## config.mk

```make
export PLATFORM = sky130hd
export DESIGN_NAME = mips_serial_shifter
export DESIGN_NICKNAME = d
export VERILOG_FILES = /design/src/rtl/mips_shift_pkg.sv /design/src/rtl/shift_step.sv /design/src/rtl/mips_serial_shifter.sv
export SDC_FILE = /design/constraint.sdc
export NUM_CORES = 1
export LEC_CHECK = 0
export ABC_AREA = 1
export CELL_PAD_IN_SITES_DETAIL_PLACEMENT = 0
export CELL_PAD_IN_SITES_GLOBAL_PLACEMENT = 1
export CORE_ASPECT_RATIO = 0.8
export CORE_UTILIZATION = 33
export DETAILED_ROUTE_END_ITERATION = 10
export GPL_TIMING_DRIVEN = 0
export PLACE_DENSITY = 0.77
export SYNTH_ARGS = -nofsm -noshare
export SYNTH_HDL_FRONTEND = slang
export SYNTH_SLANG_ARGS = --single-unit
```

## constraint.sdc

```tcl
create_clock -name clk -period 2.07 [get_ports clk]
set_input_delay 0.207 -clock clk [delete_from_list [all_inputs] [get_ports clk]]
set_output_delay 0.207 -clock clk [all_outputs]
set_load 0.05 [all_outputs]
```

## src/rtl/mips_shift_pkg.sv

```systemverilog
// Shared op encodings, FSM states and default widths for the serial shifter.
// Rotate decode depends on MIPS_SHIFTER_ROTATE_EN; without it ROR/ROL behave as LOAD.
package mips_shift_pkg;

    localparam int WIDTH_DEF   = 32;
    localparam int SHAMT_W_DEF = 5;

    localparam logic [2:0] SH_NOP  = 3'b000;
    localparam logic [2:0] SH_LOAD = 3'b001;
    localparam logic [2:0] SH_SLL  = 3'b010;
    localparam logic [2:0] SH_SRL  = 3'b011;
    localparam logic [2:0] SH_SRA  = 3'b100;
    localparam logic [2:0] SH_ROR  = 3'b101;
    localparam logic [2:0] SH_ROL  = 3'b110;
    localparam logic [2:0] SH_NOP2 = 3'b111;

    typedef enum logic [1:0] {
        ST_IDLE  = 2'd0,
        ST_SHIFT = 2'd1,
        ST_DONE  = 2'd2
    } state_t;

    // True for ops that spend cycles in SHIFT when shamt is nonzero.
    function automatic logic is_shift_op(input logic [2:0] op);
        case (op)
            SH_SLL, SH_SRL, SH_SRA: is_shift_op = 1'b1;
`ifdef MIPS_SHIFTER_ROTATE_EN
            SH_ROR, SH_ROL:         is_shift_op = 1'b1;
`endif
            default:                is_shift_op = 1'b0;
        endcase
    endfunction

    // Everything except the two NOP codes captures the operand.
    function automatic logic op_loads(input logic [2:0] op);
        op_loads = (op != SH_NOP) && (op != SH_NOP2);
    endfunction

endpackage

```

## src/rtl/shift_step.sv

```systemverilog
// Single-bit shift/rotate step of the result register, purely combinational, zero latency.
// No handshake; rotate cases exist only with MIPS_SHIFTER_ROTATE_EN.
module shift_step
    import mips_shift_pkg::*;
#(
    parameter int WIDTH = WIDTH_DEF
) (
    input  logic [WIDTH-1:0] sr_i,
    input  logic [2:0]       op_i,
    output logic [WIDTH-1:0] sr_o
);

    always_comb begin
        sr_o = sr_i;
        case (op_i)
            SH_SLL: sr_o = {sr_i[WIDTH-2:0], 1'b0};
            SH_SRL: sr_o = {1'b0, sr_i[WIDTH-1:1]};
            SH_SRA: sr_o = {sr_i[WIDTH-1], sr_i[WIDTH-1:1]};
`ifdef MIPS_SHIFTER_ROTATE_EN
            SH_ROR: sr_o = {sr_i[0], sr_i[WIDTH-1:1]};
            SH_ROL: sr_o = {sr_i[WIDTH-2:0], sr_i[WIDTH-1]};
`endif
            default: sr_o = sr_i;
        endcase
    end

endmodule

```

## src/rtl/mips_serial_shifter.sv

```systemverilog
// Serial shifter: one bit per clock, start/busy/done handshake; optional rotates via MIPS_SHIFTER_ROTATE_EN.
// Latency: shamt+1 cycles from accepted start to done (1 for LOAD/NOP/shamt=0).
// Backpressure: start is ignored while busy; a start during DONE is accepted back-to-back.
module mips_serial_shifter
    import mips_shift_pkg::*;
#(
    parameter int WIDTH   = WIDTH_DEF,
    parameter int SHAMT_W = SHAMT_W_DEF
) (
    input  logic               clk,
    input  logic               reset,
    input  logic               start,
    input  logic [2:0]         op,
    input  logic [SHAMT_W-1:0] shamt,
    input  logic [WIDTH-1:0]   data_in,
    output logic [WIDTH-1:0]   data_out,
    output logic               busy,
    output logic               done
);

    state_t             state_q, state_d;
    logic [WIDTH-1:0]   sr_q, sr_d;
    logic [SHAMT_W-1:0] cnt_q, cnt_d;
    logic [2:0]         op_q, op_d;
    logic [WIDTH-1:0]   sr_step;
    logic               accept;

    shift_step #(.WIDTH(WIDTH)) u_step (
        .sr_i (sr_q),
        .op_i (op_q),
        .sr_o (sr_step)
    );

    assign accept = start && ((state_q == ST_IDLE) || (state_q == ST_DONE));

    always_comb begin
        state_d = state_q;
        sr_d    = sr_q;
        cnt_d   = cnt_q;
        op_d    = op_q;
        if (accept) begin
            op_d  = op;
            cnt_d = shamt;
            if (op_loads(op)) begin
                sr_d = data_in;
            end
            state_d = (is_shift_op(op) && (shamt != '0)) ? ST_SHIFT : ST_DONE;
        end else begin
            case (state_q)
                ST_SHIFT: begin
                    sr_d  = sr_step;
                    cnt_d = cnt_q - 1'b1;
                    if (cnt_q == {{(SHAMT_W-1){1'b0}}, 1'b1}) begin
                        state_d = ST_DONE;
                    end
                end
                ST_DONE: state_d = ST_IDLE;
                default: state_d = state_q;
            endcase
        end
    end

    // Reset discards any partial result, including mid-shift.
    always_ff @(posedge clk or posedge reset) begin
        if (reset) begin
            state_q <= ST_IDLE;
            sr_q    <= '0;
            cnt_q   <= '0;
            op_q    <= SH_NOP;
        end else begin
            state_q <= state_d;
            sr_q    <= sr_d;
            cnt_q   <= cnt_d;
            op_q    <= op_d;
        end
    end

    assign data_out = sr_q;
    assign busy     = (state_q == ST_SHIFT);
    assign done     = (state_q == ST_DONE);

endmodule

```

==> run metrics, run 1 <==
post-route ant nets 0; clk buf depth 2; RSZ-0062 raised after global routing false; Ports 77; Critical Path AT 2.07 ns; CP max stage delay roughly 0.4 ns; Synth Instances 439; syn nets 487; CTS hold repair buffers 0; Final Slew Violations 0; Layout Skew a little under 0.007 ns; Top Usage Layer GRT met2; met3 Use GR roughly 3.3%; Final setup violation count 0; crit-path leading delay family simple AND/OR/NAND/NOR gates; Total GRT Usage 19.08%; Row Count 29; largest net degree at the start of global routing 38; Starting Density ~35%; Hold Crit Class in -> async; synthesis-stage register bit count between 40 and 50; number of I/O port buffers 76; Critical Path Sink Type register; Clock Sinks 42; routed vias between 2000 and 3000; post-CTS sizing 1; CP Max Fanout 10; chip height 84.39 um; number of max-cap violations 0; CP Launch Type register; Final period util just under 90%; nets@finish 571; initial drt markers 102; Seq/Total Area, Yosys a little under two fifths; area grow syn2layout 36.19%; fmax 546.8 MHz; WS Path Type reg -> reg; clock-pin slew on the worst setup and hold paths 0.08 ns; Setup Fix Bufs, Post-CTS 0; final std cells w/o fill 630; synth unique cells 27; R2R cell count 9; initial antenna violation count 0; Worst slew margin between 60% and 70%; CP max-delay cell dfrtp_1; Routed Wire Length 7830 um; syn_area_per_cell ~6.4 um^2; GRT Residual Overflow 0; vias in the first global route ~2800; GP Congestion ~0.73; CTS tree done; clk_lat worst skew roughly 0.3 ns; Critical Path Most Common Cell nand2_1; min Tclk post-route 1.829 ns; CP Depth 9; H-tree depth 2; Finished Cell Area 3814 um^2; pwr/cell area 1791 nW/um^2; Worst Path Required 2.31 ns; worst-path cell chain inv_1 -> ha_1 -> nor2_1 -> nor2_4 -> clkbuf_1 -> nand2_1 -> nand2_1 -> nand2_1 -> nand2_1; VDD IR max 0.7115 mV; die width 105.0 um; drt pass-1 iters 4; # DRC 0; placed cells 624; LEAKAGE 2.028 nW; CTS buffer count 5; core area a little over 8000 um^2; Fin. Hold Viols 0; first-pass GRT wire length about 14000 um; dpl hpwl 5667 um; Via density roughly 4.7; share of layout cells above drive strength 1 between 7 and 8%; Post-Syn Area 2800 um^2; wire per inst 12.43 um; placed cell area 3716 um^2; synth warn 0; run status completed; worst-margin pin slew 0.5193 ns; met1 Use GR 27.84%; M2 GR Usage 29.32%; Buf/Inv on CP 2; Antenna diodes 0; CTS root buffer clkbuf_8; Die ar. 8860 um^2; Post-Route Setup TNS 0 ns
## power breakdown
| group | switching (mW) | total [mW] | internal, mW | leakage (nW) |
|---|---|---|---|---|
| clock network | 0.290 | 0.548 | 0.258 | 0.0431 |
| logic | 3.09 | 4.74 | 1.65 | 1.46 |
| registers | 0.325 | 1.54 | 1.21 | 0.529 |
| total | 3.71 | 6.83 | 3.12 | 2.03 |
## layout make-up
type	instances	area, um^2
Fill cell	845	4278
Multi-Input combinational cell	325	1445
Sequential cell	42	1051
Timing Repair Buffer	77	782.0
Inverter	49	183.9
Tap cell	108	135.1
Buffer	23	133.9
Clock buffer	6	82.58
## path summary, 6_finish.rpt
path / slack [ns] / end / start
setup / recovery: 0.24 / data_out[15] / state_q[0]
hold / removal: 0.11 / data_out[9] / reset
setup reg to reg: 0.24 / data_out[15] / state_q[0]
hold reg to reg: 0.50 / cnt_q[4] / cnt_q[4]
max in group asynchronous: 1.53 / data_out[5] / reset
min in group clk: 0.50 / cnt_q[4] / cnt_q[4]
## kinds of logic (layout without fill, tap and decap cells)
group                    after synthesis  in the layout  synth area share (%)
adder cells (fa/ha/maj)                5              5                 2.234
AO/OA/AOI/OAI                         11             11                 2.547
flip-flops                            42             42                 37.53
buffers and inverters                 72            155                 11.30
AND/OR/NAND/NOR                      306            306                 45.44
XOR/XNOR                               3              3                0.9385
## synth_stat cells
cell | n | area share [%]
nand3b_1 | 2 | 0.54
xor2_1 | 1 | 0.31
o211ai_1 | 1 | 0.27
buf_6 | 2 | 0.80
nand3_1 | 71 | 13
nand4_1 | 1 | 0.22
xnor2_1 | 2 | 0.63
inv_2 | 2 | 0.27
nand3_2 | 2 | 0.71
nor2_2 | 1 | 0.22
ha_1 | 5 | 2.2
o21ai_2 | 1 | 0.31
buf_1 | 2 | 0.27
o21a_1 | 1 | 0.27
o21ai_1 | 1 | 0.18
nor2_1 | 8 | 1.1
nand2_1 | 217 | 29
dfrtp_1 | 42 | 38
clkbuf_4 | 1 | 0.27
o21ai_0 | 5 | 0.89
buf_4 | 3 | 0.80
o221ai_1 | 2 | 0.63
nand2_2 | 4 | 0.89
clkinv_1 | 1 | 0.13
inv_1 | 46 | 6.2
buf_2 | 13 | 2.3
clkbuf_1 | 2 | 0.27
## worst register-to-register path, cell delays in order, from the launching register on
cell,delay (ns)
dfrtp_1,0.40
inv_1,0.09
ha_1,0.26
nor2_1,0.10
nor2_4,0.19
clkbuf_1,0.38
nand2_1,0.14
nand2_1,0.10
nand2_1,0.05
nand2_1,0.06
## metal layers
| layer | up-vias | part of all wire, % | wire length (um) |
|---|---|---|---|
| met2 | 66 | 43 | 3351 |
| met3 | 5 | 4.5 | 356 |
| met5 | - | 0 | 0 |
| met4 | 0 | 0.80 | 63 |
| li1 | 1514 | - | - |
| met1 | 1359 | 52 | 4059 |
## placed cells by master, fill, tap and decap left out, drive strengths merged
master and instances:
o211ai 1, xnor2 2, nor2 9, inv 48, nand2 221, o21a 1
clkdlybuf4s50 74, ha 5, buf 21, clkinv 1, o221ai 2, dlymetal6s2s 1
nand3b 2, clkbuf 9, xor2 1, dlygate4sd2 1, dfrtp 42, nand4 1
o21ai 7, nand3 73
## metrics by stage
stage | power, mW | util [%] | hold slack, ns | setup slack (ns)
2_1_floorplan | 4.952 | - | 0.3280 | 0.1949
3_3_place_gp | 6.239 | 45.68 | 0.4829 | -0.1712
3_5_place_dp | 6.298 | 45.93 | 0.4395 | 0.1708
4_1_cts | 6.862 | 46.93 | 0.1108 | 0.0003328
5_1_grt | 7.498 | 47.13 | 0.1277 | 0.0002183
6_report | 6.831 | 47.13 | 0.1071 | 0.2410
## registers in the layout, indices dropped and copies added, names as in the netlist
| signal | cells |
|---|---|
| data_out | 32 |
| cnt_q | 5 |
| op_q | 3 |
| state_q | 2 |
No activity file was read; power rests on OpenSTA's default activity.
==> run 2, diff against run 1 <==
--- a/config.mk
+++ b/config.mk
@@ -8,7 +8,7 @@
 export ABC_AREA = 1
 export CELL_PAD_IN_SITES_DETAIL_PLACEMENT = 0
 export CELL_PAD_IN_SITES_GLOBAL_PLACEMENT = 1
-export CORE_ASPECT_RATIO = 0.8
+export CORE_ASPECT_RATIO = 1.25
 export CORE_UTILIZATION = 33
 export DETAILED_ROUTE_END_ITERATION = 10
 export GPL_TIMING_DRIVEN = 0
==> run metrics, run 2 (synthesized netlist as in run 1, its figures left out) <==
number of max-cap violations 0 (unchanged); share of layout cells above drive strength 1 7.252% (-0.028 points); H-tree depth 2 (unchanged); Setup WS pre-CTS 0.1832 ns (+0.01241 ns); routed vias 2912 (-1.1%); first-pass GRT wire length 12610 um (-6.6%); Final Slew Violations 0 (unchanged); CTS buffer count 5 (unchanged); GP Congestion 0.8032 (+9.4%); CTS tree done; Total GRT Usage 17.78% (-1.3 points); CTS root buffer clkbuf_8; met3 Use GR 1.975% (-1.3 points); largest net degree at the start of global routing 31 (-18%); commonest non-fill, non-tap cell in the layout nand2_1; vias in the first global route 2736 (-2.2%); WS Path Type reg -> out; Row Count 37 (+28%); CP max-delay cell dlygate4sd2_1; commonest non-fill, non-tap cells in the layout nand2_1, clkdlybuf4s50_1, nand3_1; failing checks design-rule violations; Worst slew margin 63.75% (-1.5 points); Final setup violation count 0 (unchanged); Ports 77 (unchanged); wire per inst 12.28 um (-1.2%); Layout Skew 0.005879 ns (-0.001024 ns); chip height 105.0 um (+24%); Critical Path AT 1.62 ns (-0.45 ns); pwr/cell area 1789 nW/um^2 (-0.13%); Starting Density 33.98% (-0.63 points); RSZ-0062 raised after global routing false; placed cells 613 (-1.8%); CP Max Fanout 6 (-4); CP max stage delay 0.56 ns (+0.16 ns); Worst Path Required 1.86 ns (-0.45 ns); clk_lat worst skew 0.30 ns (about the same); clk buf depth 2 (unchanged); worst-margin pin slew 0.5420 ns (+0.02269 ns); Antenna diodes 0 (unchanged); drt pass-1 iters 7 (+3); r2r setup slk 0.25 ns (about the same); Hold Crit Class in -> async; M2 GR Usage 31.97% (+2.6 points); Top Usage Layer GRT met2; # DRC 12 (+12); fmax 547.0 MHz (about the same); core area 8240 um^2 (+1.8%); nets@finish 571 (unchanged); post-route ant nets 0 (unchanged); area grow syn2layout 35.52%; Fin. Hold Viols 0 (unchanged); initial antenna violation count 0 (unchanged); dpl hpwl 5567 um (-1.8%); LEAKAGE 2.028 nW (about the same); min Tclk post-route 1.828 ns (-0.0007620 ns); Via density 4.689 (+0.35%); final std cells w/o fill 621 (-1.4%); Final period util 88.32% (about the same); Setup Fix Bufs, Post-CTS 0 (unchanged); run status finished, violations left; met1 Use GR 22.42% (-5.4 points); VDD IR max 0.8523 mV (+20%); Die ar. 8860 um^2 (unchanged); Clock Sinks 42 (unchanged); Routed Wire Length 7625 um (-2.6%); clock-pin slew on the worst setup and hold paths 0.08 ns (about the same); worst-path cell chain inv_1 -> ha_1 -> dlygate4sd2_1; CP Launch Type register; Critical Path Sink Type output port; die width 84.39 um (-20%); max FFs per register 32 (unchanged); GRT Residual Overflow 0 (unchanged); setup slack after layout 0.2418 ns (+0.0007620 ns); number of I/O port buffers 76 (unchanged); initial drt markers 108 (+5.9%)
run 2: cell count changes in the layout (fill, tap and decap cells not counted):
cell / previous run / this run
clkbuf_2: 1 / 0
o21ai_4: 1 / 0
clkbuf_1: 1 / 3
nor2_4: 1 / 0
nor2_2: 0 / 1
clkinv_2: 0 / 1
o21ai_2: 0 / 1
run 2: through the flow:
stage | utilization [%] | cell area, um^2 | hold slack (ns) | total power [mW] | TNS, ns
CTS | 46.02 | 3792 | 0.1842 | 6.882 | 0
floorplan | - | 2800 | 0.3280 | 4.952 | 0
detailed placement | 44.93 | 3702 | 0.4855 | 6.281 | 0
global route | 46.05 | 3795 | 0.2120 | 7.420 | 0
global placement | 44.69 | 3682 | 0.4857 | 6.249 | -8.200
finish | 46.05 | 3795 | 0.1750 | 6.788 | 0
run 2: routing by layer:
layer  share of wire [%]  up-vias  wire length, um
li1                    -     1518                -
met1                  45     1330             3418
met2                  51       58             3865
met3                 3.4        6              261
met4                 1.0        0               79
met5                   0        -                0
run 2: worst max-delay path: cells and delay by family (launching register included):
| family | cells | cell delay, ns |
|---|---|---|
| adders and majority gates | 1 | 0.28 |
| DFF | 1 | 0.40 |
| buffers and inverters | 2 | 0.64 |
run 2: timing repair:
item | in CTS | in global routing
resized for setup | 1 | 1
endpoints found under the setup margin | 1 | 1
hold buffers | 0 | 0
run 2: cell type report:
type / count / area (um^2)
buffer: 23 / 132.6
clock buffer: 7 / 86.33
clock inverter: 1 / 5.005
fill: 912 / 4446
inverter: 49 / 183.9
multi-input combinational: 325 / 1433
sequential: 42 / 1051
tap: 97 / 121.4
timing repair buffer: 77 / 782.0
run 2: path summary, 6_finish.rpt:
kind | cells after the start | end | startpoint
max | 3 | busy | state_q[1]
min | 2 | data_out[9] | reset
max reg2reg | 9 | data_out[23] | state_q[0]
min reg2reg | 2 | cnt_q[4] | cnt_q[4]
max in group asynchronous | 3 | state_q[1] | reset
min in group clk | 3 | cnt_q[4] | shamt[4]
run 2: where the power goes:
part | total, mW | internal, mW | switching, mW
logic | 4.69 | 1.64 | 3.05
registers | 1.53 | 1.21 | 0.316
clock network | 0.570 | 0.270 | 0.300
total | 6.79 | 3.12 | 3.66
==> run 3, diff against run 2 <==
--- a/config.mk
+++ b/config.mk
@@ -12,7 +12,9 @@
 export CORE_UTILIZATION = 33
 export DETAILED_ROUTE_END_ITERATION = 10
 export GPL_TIMING_DRIVEN = 0
+export HOLD_SLACK_MARGIN = 0.12
 export PLACE_DENSITY = 0.77
+export SKIP_LAST_GASP = 1
 export SYNTH_ARGS = -nofsm -noshare
 export SYNTH_HDL_FRONTEND = slang
 export SYNTH_SLANG_ARGS = --single-unit
==> results of run 3 <==
The final DEF is identical to that of run 2; final timing and power are the same.
==> variant, RTL diff (flow settings as in run 3) <==
Encoding of `state_t`: now one-hot (3 bits for 3 states).
--- a/src/rtl/mips_shift_pkg.sv
+++ b/src/rtl/mips_shift_pkg.sv
@@ -16,6 +16,6 @@
 
-    typedef enum logic [1:0] {
-        ST_IDLE  = 2'd0,
-        ST_SHIFT = 2'd1,
-        ST_DONE  = 2'd2
+    typedef enum logic [2:0] {
+        ST_IDLE  = 3'b001,
+        ST_SHIFT = 3'b010,
+        ST_DONE  = 3'b100
     } state_t;
Formal check against the unedited RTL: same outputs for any inputs over 10 cycles, from zero or initial values and one cycle with reset high; not proved beyond that.
==> variant against run 3 <==
  * Sequential cell count is 1 higher
  * Largest cell class unchanged
  * Worst setup slack lost 110 ps
  * Synthesized area up 5.0%
  * First-iteration DRC count fell by 14%
  * Wire length grew 10%
  * Final area is 4.6% higher
  * Critical path type unchanged
Power is left out: it rests on default switching activity, and per cell area and clock period it moved more than threefold.
==> variant: results (changes against run 3) <==
outcome finished, final reports clean; global-route wire length before repair 14100 um (+12%); synth top area cells dfrtp_1, nand3_1, nand2_1; Slew @ Worst Pin 542 ps (+0.127 ps); Netlist cell types 22 (-19%); Synth Area in XOR/XNOR 0% (-0.94 points); reg2reg start op_q[1]$_DFFE_PP0P_; Iteration-0 DRC Markers 93 (-14%); via count 3152 (+8.2%); post-detailed-placement half-perimeter wirelength 6200 um (+11%); fin nets 582 (+1.9%); post-synthesis compound-gate area fraction 3.75% (+1.2 points); largest net degree at the start of global routing 23 (-26%); share of post-route cells with drive strength above 1 8.18% (+0.93 points); GRT Util Overall 19.4% (+1.6 points); DR pass1 iterations 8 (+1); cells on worst reg2reg path 7 (-2); adder-cell share of the synthesized area 0.851% (-1.4 points); gpl congestion 0.797 (-0.76%); commonest cells in the netlist nand2_1, nand3_1, inv_1, dfrtp_1, buf_2; skew final 13.4 ps (+7.49 ps); CP arrival 1730 ps (+110 ps); r2r setup slk 360 ps (+110 ps); vias in the first global route 3043 (+11%); routed len/inst 12.8 um (+4.2%); largest fanout on the critical path 10 (+4)
variant: changes by cell type after synthesis, moves of 3 or more:
cell / before / now
nand2_1: 217 / 157
a21oi_1: 0 / 4
nand3_1: 71 / 135
o21ai_0: 5 / 8
o211ai_1: 1 / 4
buf_2: 13 / 17
ha_1: 5 / 2
nand2_2: 4 / 1
clkbuf_1: 2 / 6
variant: worst max-delay path, cell delays in order (launching register included):
cell	delay [ps]
dfrtp_1	430
inv_2	90
nand3_2	200
inv_1	160
dlygate4sd2_1	540
variant: per-layer routing:
metal / up-vias / wire (um) / track usage [%]
li1: 1625 / - / -
met1: 1457 / 3700 / 23.3
met2: 64 / 4290 / 35.1
met3: 6 / 332 / 3.22
met4: 0 / 97 / 5.60
met5: - / 0 / 0
variant: how the worst max path moves through the flow:
stage	startpoint	to
2_1_floorplan	state_q[0]$_DFFE_PP1P_	data_out[1]$_DFFE_PP0P_
3_3_place_gp	reset	data_out[24]$_DFFE_PP0P_
3_5_place_dp	state_q[2]$_DFFE_PP0P_	busy
4_1_cts	state_q[1]$_DFFE_PP0P_	done
5_1_grt	state_q[2]$_DFFE_PP0P_	busy
6_report	state_q[2]$_DFFE_PP0P_	busy
variant: repair_timing:
| action | 4_1_cts | 5_1_grt |
|---|---|---|
| gates cloned | 0 | 0 |
| resized for setup | 1 | 1 |
| setup endpoints to repair | 1 | 1 |
variant: metrics by stage:
| step | TNS, ps | setup WS, ps | utilization (%) | instance area (um^2) | cells |
|---|---|---|---|---|---|
| global route | 0 | 31.8 | 45.9 | 3970 | 658 |
| detailed placement | 0 | 174 | 44.8 | 3880 | 650 |
| floorplan | 0 | 674 | - | 2940 | 453 |
| finish | 0 | 136 | 45.9 | 3970 | 658 |
| global placement | -7270 | -176 | 44.5 | 3850 | 649 |
| CTS | 0 | 9.43 | 45.9 | 3970 | 658 |
variant: area by class of cell:
type / count / area, um^2
inverters: 51 / 191
plain buffers: 29 / 160
fillers: 963 / 4680
clock inverters: 1 / 5.00
well taps: 120 / 150
clock buffers: 7 / 86.3
repair buffers: 77 / 790
multi-input cells: 330 / 1510
flip-flops and latches: 43 / 1080
variant: logic make-up after synthesis:
| family | count (synthesis) |
|---|---|
| AO/OA/AOI/OAI | 19 |
| adder cells (fa/ha/maj) | 2 |
| buffers and inverters | 80 |
| flip-flops | 43 |
| AND/OR/NAND/NOR | 309 |
